[src/rtl/mux4_rr_arbiter_pkg.sv]
// Shared types and defaults for the 4-way round-robin mux arbiter.
// State encoding plus the one-hot helper used by the grant path.
package mux4_rr_arbiter_pkg;

   typedef enum logic {
      IDLE  = 1'b0,
      GRANT = 1'b1
   } arb_state_e;

   localparam int MAX_HOLD_DEF = 4;

   function automatic logic [3:0] onehot4(input logic [1:0] s);
      return 4'b0001 << s;
   endfunction

endpackage

[src/rtl/mux4_rr_pick4.sv]
// Rotating-priority picker: first set req bit at or above ptr, mod 4.
// Purely combinational; shared by the idle and release paths.
module rr_pick4 (
   input  logic [3:0] req,
   input  logic [1:0] ptr,
   output logic [1:0] winner,
   output logic       found
);

   // scan from the farthest offset down so the nearest hit wins
   always_comb begin
      logic [1:0] idx;
      winner = 2'd0;
      found  = 1'b0;
      idx    = 2'd0;
      for (int k = 3; k >= 0; k--) begin
         idx = ptr + 2'(k);
         if (req[idx]) begin
            winner = idx;
            found  = 1'b1;
         end
      end
   end

endmodule

[src/rtl/mux4_rr_arbiter.sv]
// Round-robin arbiter sharing one 4:1 data channel among four requesters.
// Grants are held for up to MAX_HOLD accepted beats, then rotate.
module mux4_rr_arbiter
   import mux4_rr_arbiter_pkg::*;
#(
   parameter int WIDTH    = 8,
   parameter int MAX_HOLD = MAX_HOLD_DEF
) (
   input  logic             clk,
   input  logic             reset,
   input  logic [3:0]       req,
   input  logic [WIDTH-1:0] i0,
   input  logic [WIDTH-1:0] i1,
   input  logic [WIDTH-1:0] i2,
   input  logic [WIDTH-1:0] i3,
   input  logic             out_ready,
   output logic [3:0]       gnt,
   output logic [1:0]       sel,
   output logic [WIDTH-1:0] out_data,
   output logic             out_valid,
   output logic             busy
);

   localparam int CW = $clog2(MAX_HOLD) + 1;
   localparam logic [CW-1:0] LAST = CW'(MAX_HOLD - 1);

   arb_state_e    state_q, state_d;
   logic [3:0]    gnt_q, gnt_d;
   logic [1:0]    sel_q, sel_d;
   logic [1:0]    ptr_q, ptr_d;
   logic [CW-1:0] cnt_q, cnt_d;

   logic [1:0] pick_ptr;
   logic [1:0] winner;
   logic       found;
   logic       beat;
   logic       release_g;

   // data mux follows the registered select
   always_comb begin
      out_data = sel_q[1] ? (sel_q[0] ? i3 : i2)
                          : (sel_q[0] ? i1 : i0);
   end

   assign out_valid = gnt_q[sel_q] & req[sel_q];
   assign beat      = out_valid & out_ready;
   assign busy      = (state_q == GRANT);
   assign gnt       = gnt_q;
   assign sel       = sel_q;

   // on release the search starts just past the current owner
   assign pick_ptr  = busy ? sel_q + 2'd1 : ptr_q;
   assign release_g = !req[sel_q] | (beat & (cnt_q == LAST));

   rr_pick4 u_pick (
      .req    (req),
      .ptr    (pick_ptr),
      .winner (winner),
      .found  (found)
   );

   // next-state: grant on idle request, hold/count, rotate on release
   always_comb begin
      state_d = state_q;
      gnt_d   = gnt_q;
      sel_d   = sel_q;
      ptr_d   = ptr_q;
      cnt_d   = cnt_q;
      unique case (state_q)
         IDLE: begin
            if (found) begin
               state_d = GRANT;
               gnt_d   = onehot4(winner);
               sel_d   = winner;
               cnt_d   = '0;
            end
         end
         GRANT: begin
            if (release_g) begin
               ptr_d = sel_q + 2'd1;
               cnt_d = '0;
               if (found) begin
                  gnt_d = onehot4(winner);
                  sel_d = winner;
               end else begin
                  state_d = IDLE;
                  gnt_d   = 4'b0000;
               end
            end else if (beat) begin
               cnt_d = cnt_q + CW'(1);
            end
         end
         default: begin
            state_d = IDLE;
            gnt_d   = 4'b0000;
         end
      endcase
   end

   // state registers, cleared asynchronously
   always_ff @(posedge clk or posedge reset) begin
      if (reset) begin
         state_q <= IDLE;
         gnt_q   <= 4'b0000;
         sel_q   <= 2'b00;
         ptr_q   <= 2'b00;
         cnt_q   <= '0;
      end else begin
         state_q <= state_d;
         gnt_q   <= gnt_d;
         sel_q   <= sel_d;
         ptr_q   <= ptr_d;
         cnt_q   <= cnt_d;
      end
   end

endmodule

[config.mk]
export PLATFORM = sky130hd
export DESIGN_NAME = mux4_rr_arbiter
export DESIGN_NICKNAME = d
export VERILOG_FILES = /design/src/rtl/mux4_rr_arbiter_pkg.sv /design/src/rtl/mux4_rr_pick4.sv /design/src/rtl/mux4_rr_arbiter.sv
export SDC_FILE = /design/constraint.sdc
export NUM_CORES = 1
export LEC_CHECK = 0
export BUFFER_PORTS_ARGS = -buffer_cell sky130_fd_sc_hd__buf_2
export CAP_MARGIN = 20
export CORE_MARGIN = 2
export CORE_UTILIZATION = 38
export DETAILED_ROUTE_END_ITERATION = 8
export GPL_TIMING_DRIVEN = 0
export PLACE_DENSITY = 0.75
export SLEW_MARGIN = 20
export SYNTH_ARGS = -nofsm -noshare
export SYNTH_HDL_FRONTEND = slang
export SYNTH_HIERARCHICAL = 1
export SYNTH_SLANG_ARGS = --single-unit
[constraint.sdc]
create_clock -name clk -period 1.9 [get_ports clk]
set_input_delay 0.38 -clock clk [delete_from_list [all_inputs] [get_ports clk]]
set_output_delay 0.38 -clock clk [all_outputs]
set_load 0.05 [all_outputs]
Word-level counts from Yosys, hierarchy flattened
Index checks and enable logic that the tools add are counted.
Operators by class
  bitwise operators: 5
  shifts and indexed selects: 1
  mux-type cells: 38
  $lt $le $gt $ge: 5
  add/subtract/negate cells: 5
  reductions and logical operators: 4
  eq/ne operators: 4
Operators by type and width (count)
  $mux W8: 3
  $lt A2 B3 Y1 const B: 5
  $mux W2: 7
  $bmux W1 S2: 6
  $mux W1: 12
  $mux W4: 3
  $mux W3: 3
  $pmux W4 S2: 1
  $pmux W3 S2: 1
  $reduce_and A2 Y1: 3
  $add A2 B1 Y2 const B: 2
  $add A2 B2 Y2 const B: 2
  $pmux W2 S2: 1
  $shl A1 B2 Y4 const A: 1
  $add A3 B1 Y3 const B: 1
  $and A1 B1 Y1: 3
  $eq A3 B2 Y1 const B: 1
  $ne A3 B1 Y1 const B: 1
  $ne A2 B1 Y1 const B: 1
  $ne A2 B2 Y1 const B: 1
  $pmux W1 S2: 1
  $logic_not A1 Y1: 1
  $not A1 Y1: 1
  $or A1 B1 Y1: 1
Word-level totals
  flip-flop bits (word level): 12
  logic and storage cells: 67
  output and inout bits: 16

Longest topological paths before layout
Gate-level depths: netlist (run 1).
  depth in word-level cells: 13
  gate-level depth with buffers: 9
  gate-level depth less buffers: 7

Cells and area by module
The synthesis (run 1) kept the hierarchy.
By module, submodules not included
  mux4_rr_arbiter: cells an instance 58, instances 1, area each 837.1 um2, seq. area each 300.3 um2
  rr_pick4: cells an instance 13, instances 1, area each 77.6 um2, seq. area each 0.0 um2

Worst setup path before layout (run 1)
OpenSTA, ideal clock, no wires.
  kind: flip-flop to flip-flop
  from: reg sel_q[0], in the netlist sel[0]
  to: reg gnt_q[0], in the netlist gnt[0]
  arrival: 2.221 ns
  required time: 1.778 ns
  setup slack: -0.442 ns
  cell stages (with the launch flop): 9
  clock period less this slack: 2.342 ns
  buffers on the path: 2
  library setup time: 0.122 ns
  cell sequence: dfrtp_1 > buf_6 > buf_2 > xor2_1 > mux2_2 > mux2i_1 > a211oi_2 > inv_1 > a32o_1
Between the ends
  word-level cells in the longest chain between the ends: 13
  elaborated cells between the ends (all ways): 38
Ends and longest elaborated chain
  start: declaration: line mux4_rr_arbiter.sv:29  | logic [1:0] sel_q, sel_d;
  start signal: assignment: line mux4_rr_arbiter.sv:111  | sel_q <= sel_d;
  $add A2 B1 Y2 *: line mux4_rr_arbiter.sv:52  | assign pick_ptr = busy ? sel_q + 2'd1 : ptr_q;
  $mux W2 *: line mux4_rr_arbiter.sv:52
  named net pick_ptr[1]: line mux4_rr_arbiter.sv:33  | logic [1:0] pick_ptr;
  $add A2 B2 Y2: line mux4_rr_pick4.sv:17  | idx = ptr + 2'(k);
  $bmux W1 S2: line mux4_rr_pick4.sv:18  | if (req[idx]) begin
  $mux W1 (implied by the code): line mux4_rr_pick4.sv:18
  $mux W2 (3 in a row): line mux4_rr_pick4.sv:18
  $mux W2 *: line mux4_rr_pick4.sv:18
  named net winner[0]: line mux4_rr_arbiter.sv:34  | logic [1:0] winner;
  $shl A1 B2 Y4 *: line mux4_rr_arbiter_pkg.sv:13  | return 4'b0001 << s;
  $mux W4: line mux4_rr_arbiter.sv:82  | if (found) begin
  $mux W4: line mux4_rr_arbiter.sv:79  | if (release_g) begin
  $pmux W4 S2 *: line mux4_rr_arbiter.sv:69  | unique case (state_q)
  end signal: assignment: line mux4_rr_arbiter.sv:110  | gnt_q <= gnt_d;
  end: declaration: line mux4_rr_arbiter.sv:28  | logic [3:0] gnt_q, gnt_d;
Mark *: on every way through the listed nets, which the timed path passes. The rest lies on a longest branch. The select of a mux whose other input is x is not followed.
A chain may end at the register's enable or synchronous reset.

Worst setup path in the final report (run 1)
  from: reg sel_q[0], in the netlist sel[0]
  to: out out_valid
Between the ends
  word-level cells in the longest chain between the ends: 3
  elaborated cells between the ends (all ways): 5
Ends and longest elaborated chain
  $bmux W1 S2: line mux4_rr_arbiter.sv:45  | assign out_valid = gnt_q[sel_q] & req[sel_q];
  $mux W1 (implied by the code): line mux4_rr_arbiter.sv:45
  $and A1 B1 Y1 *: line mux4_rr_arbiter.sv:45
  end: declaration: line mux4_rr_arbiter.sv:20  | output logic out_valid,
Every way passes the cells marked *; elsewhere a longest branch is shown, timed or not. The select of a mux whose other input is x is not followed.

==> flow_metrics.py, run 1 <==
metrics = {
    "status": {
        "outcome": "finished with violations",
        "violations": "negative setup slack",
    },
    "final_layout": {
        "diodes": 0,
        "layout-drive-gt1-share_pct": 67.7,
        "area.growth.synth_to_final_pct": 51.2,
        "layout.nets": 175,
        "multi_input_area_um2": 597,
        "fin_area_um2": 1380,
        "seq_area_um2": 303,
        "nFillCells": 190,
    },
    "synthesis": {
        "synthAdderAreaFrac_pct": 2.74,
        "yosysWarnings": 6,
        "synthDistinctLibCells": 27,
        "synthXorXnorAreaFrac_pct": 0.958,
        "synth_area_um2": 915,
        "syn_avg_cell_area_um2": 12.9,
        "yosysTopAreaCell": "dfrtp_1",
        "syn_inst": 71,
        "synth_area_leaders": "dfrtp_1 33%, mux4_2 17%, mux4_1 8.6%, a32o_1 4.4%, mux2_2 3.7%",
        "synth_top_area_share_pct": 32.8,
        "synth-compound-area-share_pct": 13.8,
        "syn_nets": 112,
        "yosysSeqAreaShare_pct": 32.8,
        "synthMuxAreaShare_pct": 36.1,
        "synth-simple-area-share_pct": 8.48,
        "ys_ff_latch": 12,
        "synth_top_family_by_area": "multiplexers",
    },
    "die": {
        "fp.dieArea_um2": 2820,
        "ios": 55,
        "core_um2": 2250,
        "num_rows": 17,
        "die_y_um": 53.1,
        "die-width_um": 53.1,
        "start_util_pct": 40.6,
    },
    "worst_setup_path": {
        "rrSetupSlack_ns": -0.09,
        "cp_cell_sequence": "mux4_2 -> and2_4 -> buf_6",
        "endpoint_kind": "output pin",
        "worstPathRequired_ns": 1.52,
        "cp-start-kind": "flop",
        "worstPathMaxFanout": 5,
        "crit_slowest_cell": "mux4_2",
        "cp.arrival_ns": 1.63,
        "critical_path_class": "reg -> out",
        "slowest_delay_ns": 0.56,
        "reg2regPathDepth": 8,
    },
    "place": {
        "place.gp.congestion": 0.749,
        "dp_hpwl_um": 1970,
        "port_buffers": 54,
        "dpl_cell_area_um2": 1240,
    },
    "power_and_ir_drop": {
        "power_density_nw_per_um2": 1910,
        "vdd_drop_max_v": 0.00107,
        "power.leakage_nw": 0.692,
    },
    "sta": {
        "worst_pin_slew_ns": 0.449,
        "post-route-min-period_ns": 2.01,
        "finalSetupViolCount": 16,
        "fmax_mhz": 499,
        "slew_headroom_pct": 70.0,
        "worst_clock_skew_ns": 0.0115,
        "hold_violations": 0,
        "setup_ws_ns": -0.105,
        "fin_crit_sh_pct": 106,
        "rsz0062_at_grt": "true",
        "hold-worst-slack_ns": 0.0868,
        "slew_viol_final": 0,
    },
    "detailed_routing": {
        "dr_total_vias": 886,
        "ant_nets": 0,
        "drc": 0,
        "firstDrtPassIters": 4,
        "viasPerCell": 5.50,
        "routed_wl_um": 2460,
        "routedWlPerCell_um": 15.2,
        "dr.first_iter.drc_count": 5,
    },
    "hold_path": {
        "hold_path.class": "in -> async",
    },
    "global_route": {
        "first_global_vias": 879,
        "grt_pass1_wl_um": 3660,
        "gr-total-overflow": 0,
        "grt_max_degree": 13,
        "grt.total_usage_pct": 17.7,
        "grt_antenna_before_repair": 0,
    },
    "clocking": {
        "clock_sinks": 12,
        "clock_latency_ns": 0.28,
        "hold_buffers": 0,
        "tritoncts": "built",
        "root_buffer": "clkbuf_4",
        "cts_buffers": 3,
        "clkSlewWorstSetupHoldPaths_ns": 0.08,
        "htreeDepth": 1,
        "clock_path_buffers": 2,
    },
    "run": {
        "drv_cap": 0,
    },
}
==> synthesized netlist by cell type <==
master / number
mux2_4: 2
nor3b_1: 2
dfrtp_1: 12
xor2_1: 1
o21bai_1: 1
nand2b_1: 2
a32o_1: 4
o22ai_1: 2
a211oi_1: 1
inv_1: 7
ha_1: 2
o21a_4: 1
nor2_1: 4
o21ai_2: 1
buf_6: 1
a21oi_1: 1
and2_1: 2
a22o_1: 2
nand2_1: 3
mux2i_1: 3
mux2_2: 3
mux4_1: 3
mux4_2: 7
buf_1: 1
buf_2: 1
and3_4: 1
a211oi_2: 1
==> cells in the final DEF, fill, tap and decap left out, types with 2 or more instances in the layout <==
cell type	n
buf_2	45
dfrtp_1	10
buf_6	10
mux4_2	9
inv_1	7
buf_4	5
a32o_1	4
nand2_1	3
mux2_4	3
clkbuf_4	3
nor2_1	3
o22ai_1	2
mux2_2	2
a22o_1	2
mux2i_1	2
ha_1	2
dfrtp_2	2
==> worst max-delay path, delay by kind of cell, from the launching register on <==
family	cells	cell delay, ns
mux	1	0.56
flops	1	0.45
simple gates	1	0.18
buf+inv	1	0.14
==> cells by family after synthesis <==
family / after synthesis
AO/OA/AOI/OAI: 14
XOR/XNOR: 1
adder cells (fa/ha/maj): 2
buffers and inverters: 10
flip-flops: 12
multiplexers: 18
AND/OR/NAND/NOR: 14
==> path summary, 6_finish.rpt <==
check / from / to
min reg2reg: cnt_q[2]$_DFFE_PP0P_ / cnt_q[2]$_DFFE_PP0P_
max in group asynchronous: reset / sel[0]$_DFFE_PP0P_
max: sel[0]$_DFFE_PP0P_ / out_valid
min in group clk: cnt_q[2]$_DFFE_PP0P_ / cnt_q[2]$_DFFE_PP0P_
min: reset / gnt[3]$_DFFE_PP0P_
max reg2reg: sel[0]$_DFFE_PP0P_ / sel[0]$_DFFE_PP0P_
==> per-layer routing <==
metal  global-route usage, %  vias up  routed length [um]
met4                    7.69        0                  28
met5                       0        -                   0
met2                    32.5       60                1140
met3                    3.67        4                 324
met1                    19.5      421                 959
li1                        -      401                   -
==> cell type report <==
class | instances | share of cell area, %
inverter | 7 | 1.90
buffer | 2 | 1.99
tap | 28 | 2.53
multi-input combinational | 49 | 43.2
sequential | 12 | 21.9
timing repair buffer | 59 | 26.6
clock buffer | 4 | 1.90
==> what timing repair did <==
| action | 4_1_cts | 5_1_grt |
|---|---|---|
| buffers inserted | 3 | 2 |
| resized for setup | 22 | 7 |
| pin swaps | 3 | 4 |
| setup endpoints to repair | 15 | 16 |
| cloned | 0 | 0 |
==> metrics by stage <==
stage	power (W)	setup TNS, ns	std cells	setup WS, ns	utilization [%]
finish	0.00264	-1.05	161	-0.105	61.3
global route	0.00279	-2.17	161	-0.175	61.3
CTS	0.00254	-1.13	159	-0.135	59.5
detailed placement	0.00217	-0.763	153	-0.210	55.0
global placement	0.00213	-0.506	153	-0.167	55.0
floorplan	0.00184	-1.03	71	-0.184	-
==> flip-flops by register name (all words and copies together), names as in the netlist <==
register / cells
busy: 1
cnt_q: 3
gnt: 4
ptr_q: 2
sel: 2
==> power breakdown <==
part	total, W	internal [W]	switching (W)	leakage [nW]
clock network	0.000168	0.0000815	0.0000870	0.0150
logic	0.00204	0.000922	0.00112	0.529
registers	0.000434	0.000351	0.0000824	0.148
total	0.00264	0.00136	0.00129	0.692
Note: power is estimated with default switching activity, not from simulation.
==> inputs of run 2 (changes only) <==
--- a/config.mk
+++ b/config.mk
@@ -8,10 +8,10 @@
 export BUFFER_PORTS_ARGS = -buffer_cell sky130_fd_sc_hd__buf_2
 export CAP_MARGIN = 20
 export CORE_MARGIN = 2
-export CORE_UTILIZATION = 38
+export CORE_UTILIZATION = 42
 export DETAILED_ROUTE_END_ITERATION = 8
-export GPL_TIMING_DRIVEN = 0
-export PLACE_DENSITY = 0.75
+export GPL_TIMING_DRIVEN = 1
+export PLACE_DENSITY = 0.78
 export SLEW_MARGIN = 20
 export SYNTH_ARGS = -nofsm -noshare
 export SYNTH_HDL_FRONTEND = slang
==> constraint.sdc (replaced) <==
create_clock -name clk -period 2 [get_ports clk]
set_input_delay 0.4 -clock clk [delete_from_list [all_inputs] [get_ports clk]]
set_output_delay 0.4 -clock clk [all_outputs]
set_load 0.05 [all_outputs]
==> run 2 against run 1 <==
Effect of this change:
- the run still ends with negative setup slack left
- utilization up 9.7 points
- clock skew down 0.0052 ns
- non-clock buffer count up 2
==> flow_metrics.py, run 2 (same netlist as run 1, synthesis figures left out) <==
metrics = {
    "status": {
        "outcome": "finished with violations",
        "violations": "negative setup slack",
    },
    "worst_setup_path": {
        "r2r-start": "sel[0]$_DFFE_PP0P_",
        "rrSetupSlack_ns": -0.01,
        "cp.arrival_ns": 1.64,
        "worstPathRequired_ns": 1.60,
        "reg2reg_to": "sel[0]$_DFFE_PP0P_",
        "cp_cell_sequence": "mux4_2 -> and2_4 -> buf_8",
        "critical_path_class": "reg -> out",
        "cp-start-kind": "flop",
        "reg2regPathDepth": 5,
        "cp-endpoint": "out_valid",
        "startpoint": "sel[0]$_DFFE_PP0P_",
        "slowest_delay_ns": 0.55,
        "crit_slowest_cell": "mux4_2",
        "endpoint_kind": "output pin",
        "worstPathMaxFanout": 5,
    },
    "place": {
        "place_ws_ns": 0.0715,
        "place.gp.congestion": 0.794,
        "port_buffers": 54,
        "dpl_cell_area_um2": 1230,
        "dp_hpwl_um": 2020,
    },
    "die": {
        "core_um2": 2000,
        "die_y_um": 50.7,
        "ios": 55,
        "die-width_um": 50.7,
        "num_rows": 16,
        "start_util_pct": 45.7,
        "fp.dieArea_um2": 2570,
    },
    "clocking": {
        "cts_buffers": 3,
        "root_buffer": "clkbuf_4",
        "clock_sinks": 12,
        "htreeDepth": 1,
        "clock_path_buffers": 2,
        "tritoncts": "built",
        "clkSlewWorstSetupHoldPaths_ns": 0.08,
        "clock_latency_ns": 0.28,
    },
    "sta": {
        "hold_violations": 0,
        "finalSetupViolCount": 10,
        "post-route-min-period_ns": 2.04,
        "slew_viol_final": 0,
        "worst_pin_slew_ns": 0.471,
        "worst_clock_skew_ns": 0.00637,
        "slew_headroom_pct": 68.6,
        "fmax_mhz": 490,
        "fin_crit_sh_pct": 102,
        "setup_tns_ns": -0.116,
        "setup_ws_ns": -0.0421,
        "rsz0062_at_grt": "true",
        "hold-worst-slack_ns": 0.112,
    },
    "global_route": {
        "grt_max_degree": 13,
        "grt.total_usage_pct": 22.5,
        "grt_antenna_before_repair": 0,
        "first_global_vias": 844,
        "gr-total-overflow": 0,
        "grt_pass1_wl_um": 4170,
    },
    "final_layout": {
        "largest_reg_flops": 4,
        "diodes": 0,
        "area.growth.synth_to_final_pct": 55.4,
        "mostFrequentLayoutCells": "45 x buf_2, 10 x mux4_2, 10 x dfrtp_1",
        "fin_area_um2": 1420,
        "final_common_cell": "buf_2",
        "layout.nets": 177,
        "layout-drive-gt1-share_pct": 71.1,
    },
    "detailed_routing": {
        "drc": 0,
        "routed_wl_um": 2930,
        "firstDrtPassIters": 4,
        "ant_nets": 0,
        "dr.first_iter.drc_count": 17,
        "routedWlPerCell_um": 18.1,
        "viasPerCell": 5.60,
        "dr_total_vias": 908,
    },
    "hold_path": {
        "hold_path.class": "in -> async",
    },
    "power_and_ir_drop": {
        "power_density_nw_per_um2": 1880,
        "vdd_drop_max_v": 0.00106,
        "power.leakage_nw": 0.705,
    },
    "run": {
        "drv_cap": 0,
    },
}
[run 2: cell types whose count changed in the layout (fill, tap and decap cells not counted), sizes merged]
cell / delta
buf: +2
[run 2: power breakdown]
group | switching (W) | internal (W) | total [W]
clock | 0.0000883 | 0.000111 | 0.000199
combinational | 0.00112 | 0.000932 | 0.00205
sequential | 0.0000812 | 0.000334 | 0.000415
total | 0.00129 | 0.00138 | 0.00267
[run 2: worst min-delay path by stage]
stage | startpoint | endpoint | cells past startpoint
after global routing | reset | cnt_q[0]$_DFFE_PP0P_ | 2
after detailed placement | reset | cnt_q[0]$_DFFE_PP0P_ | 2
after floorplan | reset | busy$_DFF_PP0_ | 1
final | reset | cnt_q[0]$_DFFE_PP0P_ | 2
after CTS | reset | cnt_q[0]$_DFFE_PP0P_ | 2
after global placement | reset | gnt[0]$_DFFE_PP0P_ | 2
[run 2: routing by layer]
| metal | global-route usage (%) | wire, um | share of wire [%] |
|---|---|---|---|
| met4 | 5.86 | 12 | 0.41 |
| met1 | 27.1 | 1020 | 35 |
| met3 | 5.65 | 104 | 3.6 |
| met2 | 39.9 | 1790 | 61 |
| met5 | 0 | 0 | 0 |
[run 2: cell type report]
class | instances | area, um^2
sequential | 12 | 303
multi-input combinational | 49 | 608
fill | 134 | 581
tap | 27 | 33.8
clock buffer | 4 | 36.3
inverter | 7 | 26.3
timing repair buffer | 63 | 414
[run 2: timing repair]
item	CTS	global route
gates resized for setup	26	9
buffers inserted	5	1
pin swaps	2	7
hold buffers	0	0
setup endpoints to repair	9	15
cloned	0	0
[run 2: critical path, delay by kind of cell (launching register included)]
| kind | cells | cell delay, ns |
|---|---|---|
| buffers and inverters | 1 | 0.14 |
| DFF | 1 | 0.47 |
| muxes | 1 | 0.55 |
| and+or+nand+nor | 1 | 0.19 |
[run 2: stage by stage]
stage               util (%)  power (W)  std cells
global route            71.0    0.00278        162
floorplan                  -    0.00174         71
CTS                     68.1    0.00252        161
global placement        61.3    0.00198        152
detailed placement      61.3    0.00204        152
finish                  71.0    0.00267        162
==> inputs of run 3 (changes only) <==
--- a/config.mk
+++ b/config.mk
@@ -5,13 +5,14 @@
 export SDC_FILE = /design/constraint.sdc
 export NUM_CORES = 1
 export LEC_CHECK = 0
+export ABC_AREA = 1
 export BUFFER_PORTS_ARGS = -buffer_cell sky130_fd_sc_hd__buf_2
 export CAP_MARGIN = 20
 export CORE_MARGIN = 2
-export CORE_UTILIZATION = 42
+export CORE_UTILIZATION = 46
 export DETAILED_ROUTE_END_ITERATION = 8
 export GPL_TIMING_DRIVEN = 1
-export PLACE_DENSITY = 0.78
+export PLACE_DENSITY = 0.79
 export SLEW_MARGIN = 20
 export SYNTH_ARGS = -nofsm -noshare
 export SYNTH_HDL_FRONTEND = slang
==> run 3 against run 2 <==
Effect of this change:
- the flow now finishes without violations
- die area is 16% higher
- non-clock buffer count is 4 higher
- worst setup slack better by 0.13 ns
- register-to-register slack better by 0.11 ns
- via count is 53% higher
==> flow_metrics.py, run 3 <==
metrics = {
    "status": {
        "outcome": "completed",
    },
    "synthesis": {
        "synth_edf_count": 0,
        "synth_area_um2": 1170,
        "syn_avg_cell_area_um2": 6.25,
        "yosysWarnings": 6,
        "synth_area_leaders": "dfrtp_1 26%, nand2_1 14%, nand3_1 10%, o21ai_0 8.1%, nor2_1 6.4%",
        "async_flop_share_pct": 100,
        "yosysSeqAreaShare_pct": 25.6,
        "ys_ff_latch": 12,
        "post-synth-top-count-cell": "nand2_1",
        "syn_nets": 229,
        "synthDistinctLibCells": 23,
        "yosys-top-cells-count": "44 x nand2_1, 24 x nand3_1, 20 x nor2_1, 19 x o21ai_0, 17 x inv_1",
        "syn_inst": 188,
        "yosysTopAreaCell": "dfrtp_1",
        "ys.flop_type": "dfrtp_1",
        "synth_top_area_share_pct": 25.6,
    },
    "place": {
        "port_buffers": 54,
        "place_ws_ns": 0.0481,
        "dp.cells": 273,
        "dp_hpwl_um": 2380,
        "place.gp.congestion": 0.850,
        "dpl_cell_area_um2": 1570,
    },
    "power_and_ir_drop": {
        "power_density_nw_per_um2": 2090,
        "power.leakage_nw": 0.947,
        "vdd_drop_max_v": 0.00127,
    },
    "final_layout": {
        "final_common_cell": "buf_2",
        "diodes": 0,
        "largest_reg_flops": 4,
        "stdcell_count": 281,
        "layout-drive-gt1-share_pct": 45.8,
        "area.growth.synth_to_final_pct": 42.3,
        "fin_area_um2": 1670,
        "layout.nets": 293,
        "mostFrequentLayoutCells": "53 x buf_2, 40 x nand2_1, 24 x nand3_1",
    },
    "worst_setup_path": {
        "cp_cell_sequence": "inv_2 -> buf_12 -> nor2_1 -> o22ai_2 -> buf_2",
        "path_buf_inv": 3,
        "worstPathRequired_ns": 1.60,
        "cp.arrival_ns": 1.51,
        "endpoint_kind": "output pin",
        "startpoint": "sel[0]$_DFFE_PP0P_",
        "slowest_delay_ns": 0.46,
        "path_delay_family": "buffers and inverters",
        "worstPathMaxFanout": 20,
        "crit_slowest_cell": "dfrtp_2",
        "cp-start-kind": "flop",
        "r2r-start": "busy$_DFF_PP0_",
        "critical_path_class": "reg -> out",
    },
    "detailed_routing": {
        "routed_wl_um": 3100,
        "dr.first_iter.drc_count": 16,
        "viasPerCell": 4.95,
        "ant_nets": 0,
        "firstDrtPassIters": 4,
        "routedWlPerCell_um": 11.0,
        "dr_total_vias": 1392,
        "drc": 0,
    },
    "hold_path": {
        "hold_path.class": "in -> async",
    },
    "sta": {
        "setup_ws_ns": 0.0888,
        "rsz0062_at_grt": "true",
        "slew_viol_final": 0,
        "finalSetupViolCount": 0,
        "worst_clock_skew_ns": 0.00944,
        "hold-worst-slack_ns": 0.0971,
        "worst_pin_slew_ns": 0.451,
        "hold_violations": 0,
        "fin_crit_sh_pct": 95.6,
        "slew_headroom_pct": 69.9,
        "post-route-min-period_ns": 1.91,
        "fmax_mhz": 523,
    },
    "die": {
        "fp.dieArea_um2": 2970,
        "die_y_um": 54.5,
        "start_util_pct": 47.9,
        "die-width_um": 54.5,
        "num_rows": 18,
        "core_um2": 2450,
        "ios": 55,
    },
    "global_route": {
        "first_global_vias": 1072,
        "grt_pass1_wl_um": 4490,
        "grt_max_degree": 21,
        "grt.total_usage_pct": 20.6,
        "grt_antenna_before_repair": 0,
        "gr-total-overflow": 0,
    },
    "clocking": {
        "root_buffer": "clkbuf_4",
        "tritoncts": "built",
        "clock_path_buffers": 2,
        "clock_latency_ns": 0.29,
        "clock_sinks": 12,
        "hold_buffers": 0,
        "htreeDepth": 1,
        "clkSlewWorstSetupHoldPaths_ns": 0.08,
        "cts_buffers": 3,
    },
    "run": {
        "drv_cap": 0,
    },
}
==> run 3: cell types whose count changed in the layout (fill, tap and decap cells not counted), moves of 5 or more <==
| cell | change |
|---|---|
| nand2_1 | +37 |
| nand3_1 | +24 |
| o21ai_0 | +17 |
| nor2_1 | +16 |
| nand2_2 | +13 |
| mux4_2 | -10 |
| buf_2 | +8 |
| buf_6 | -8 |
| inv_1 | +8 |
| o22ai_2 | +7 |
| inv_2 | +6 |
| buf_4 | +5 |
==> run 3: repair_timing <==
| item | CTS | global route |
|---|---|---|
| resized for setup | 2 | 9 |
| buffers inserted | 0 | 4 |
| setup endpoints to repair | 1 | 11 |
| pin swaps | 0 | 4 |
==> run 3: layer usage <==
metal	global-route usage [%]	part of all wire, %	vias up
li1	-	-	737
met1	25.4	43	600
met2	36.3	45	52
met3	5.19	11	3
met4	3.75	0.61	0
met5	0	0	-
==> run 3: final cells by class <==
cell class,count,area [um^2]
clock buffer,4,36.3
fill,218,783
inverter,23,91.3
multi-input combinational,145,813
sequential,12,307
tap,30,37.5
timing repair buffer,67,387
==> run 3: logic make-up (layout without fill, tap and decap cells) <==
group | count (synthesis) | count (layout) | share of synthesized area (%)
buffers and inverters | 31 | 94 | 11.7
AO/OA/AOI/OAI | 35 | 35 | 16.4
adder cells (fa/ha/maj) | 2 | 2 | 2.13
AND/OR/NAND/NOR | 108 | 108 | 44.2
flip-flops | 12 | 12 | 25.6
==> run 3: power by group <==
part / internal (W) / leakage, nW / switching [W]
combinational: 0.000964 / 0.780 / 0.00189
clock: 0.000111 / 0.0210 / 0.0000914
sequential: 0.000356 / 0.146 / 0.0000866
==> run 3: path summary, 6_finish.rpt <==
path	endpoint	slack [ns]	depth (start not counted)
setup / recovery	out_data[7]	0.09	5
hold / removal	cnt_q[0]$_DFFE_PP0P_	0.1	2
setup reg to reg	cnt_q[1]$_DFFE_PP0P_	0.10	11
hold reg to reg	ptr_q[0]$_DFFE_PP0P_	0.52	2
max in group asynchronous	busy$_DFF_PP0_	1.56	2
min in group clk	ptr_q[0]$_DFFE_PP0P_	0.52	2
==> run 3: through the flow <==
step | TNS [ns] | power (W) | utilization [%]
after CTS | 0 | 0.00334 | 65.7
final | 0 | 0.00350 | 68.1
after global routing | -0.0898 | 0.00382 | 68.1
after detailed placement | 0 | 0.00312 | 64.0
after global placement | 0 | 0.00309 | 64.0
after floorplan | -0.112 | 0.00264 | -
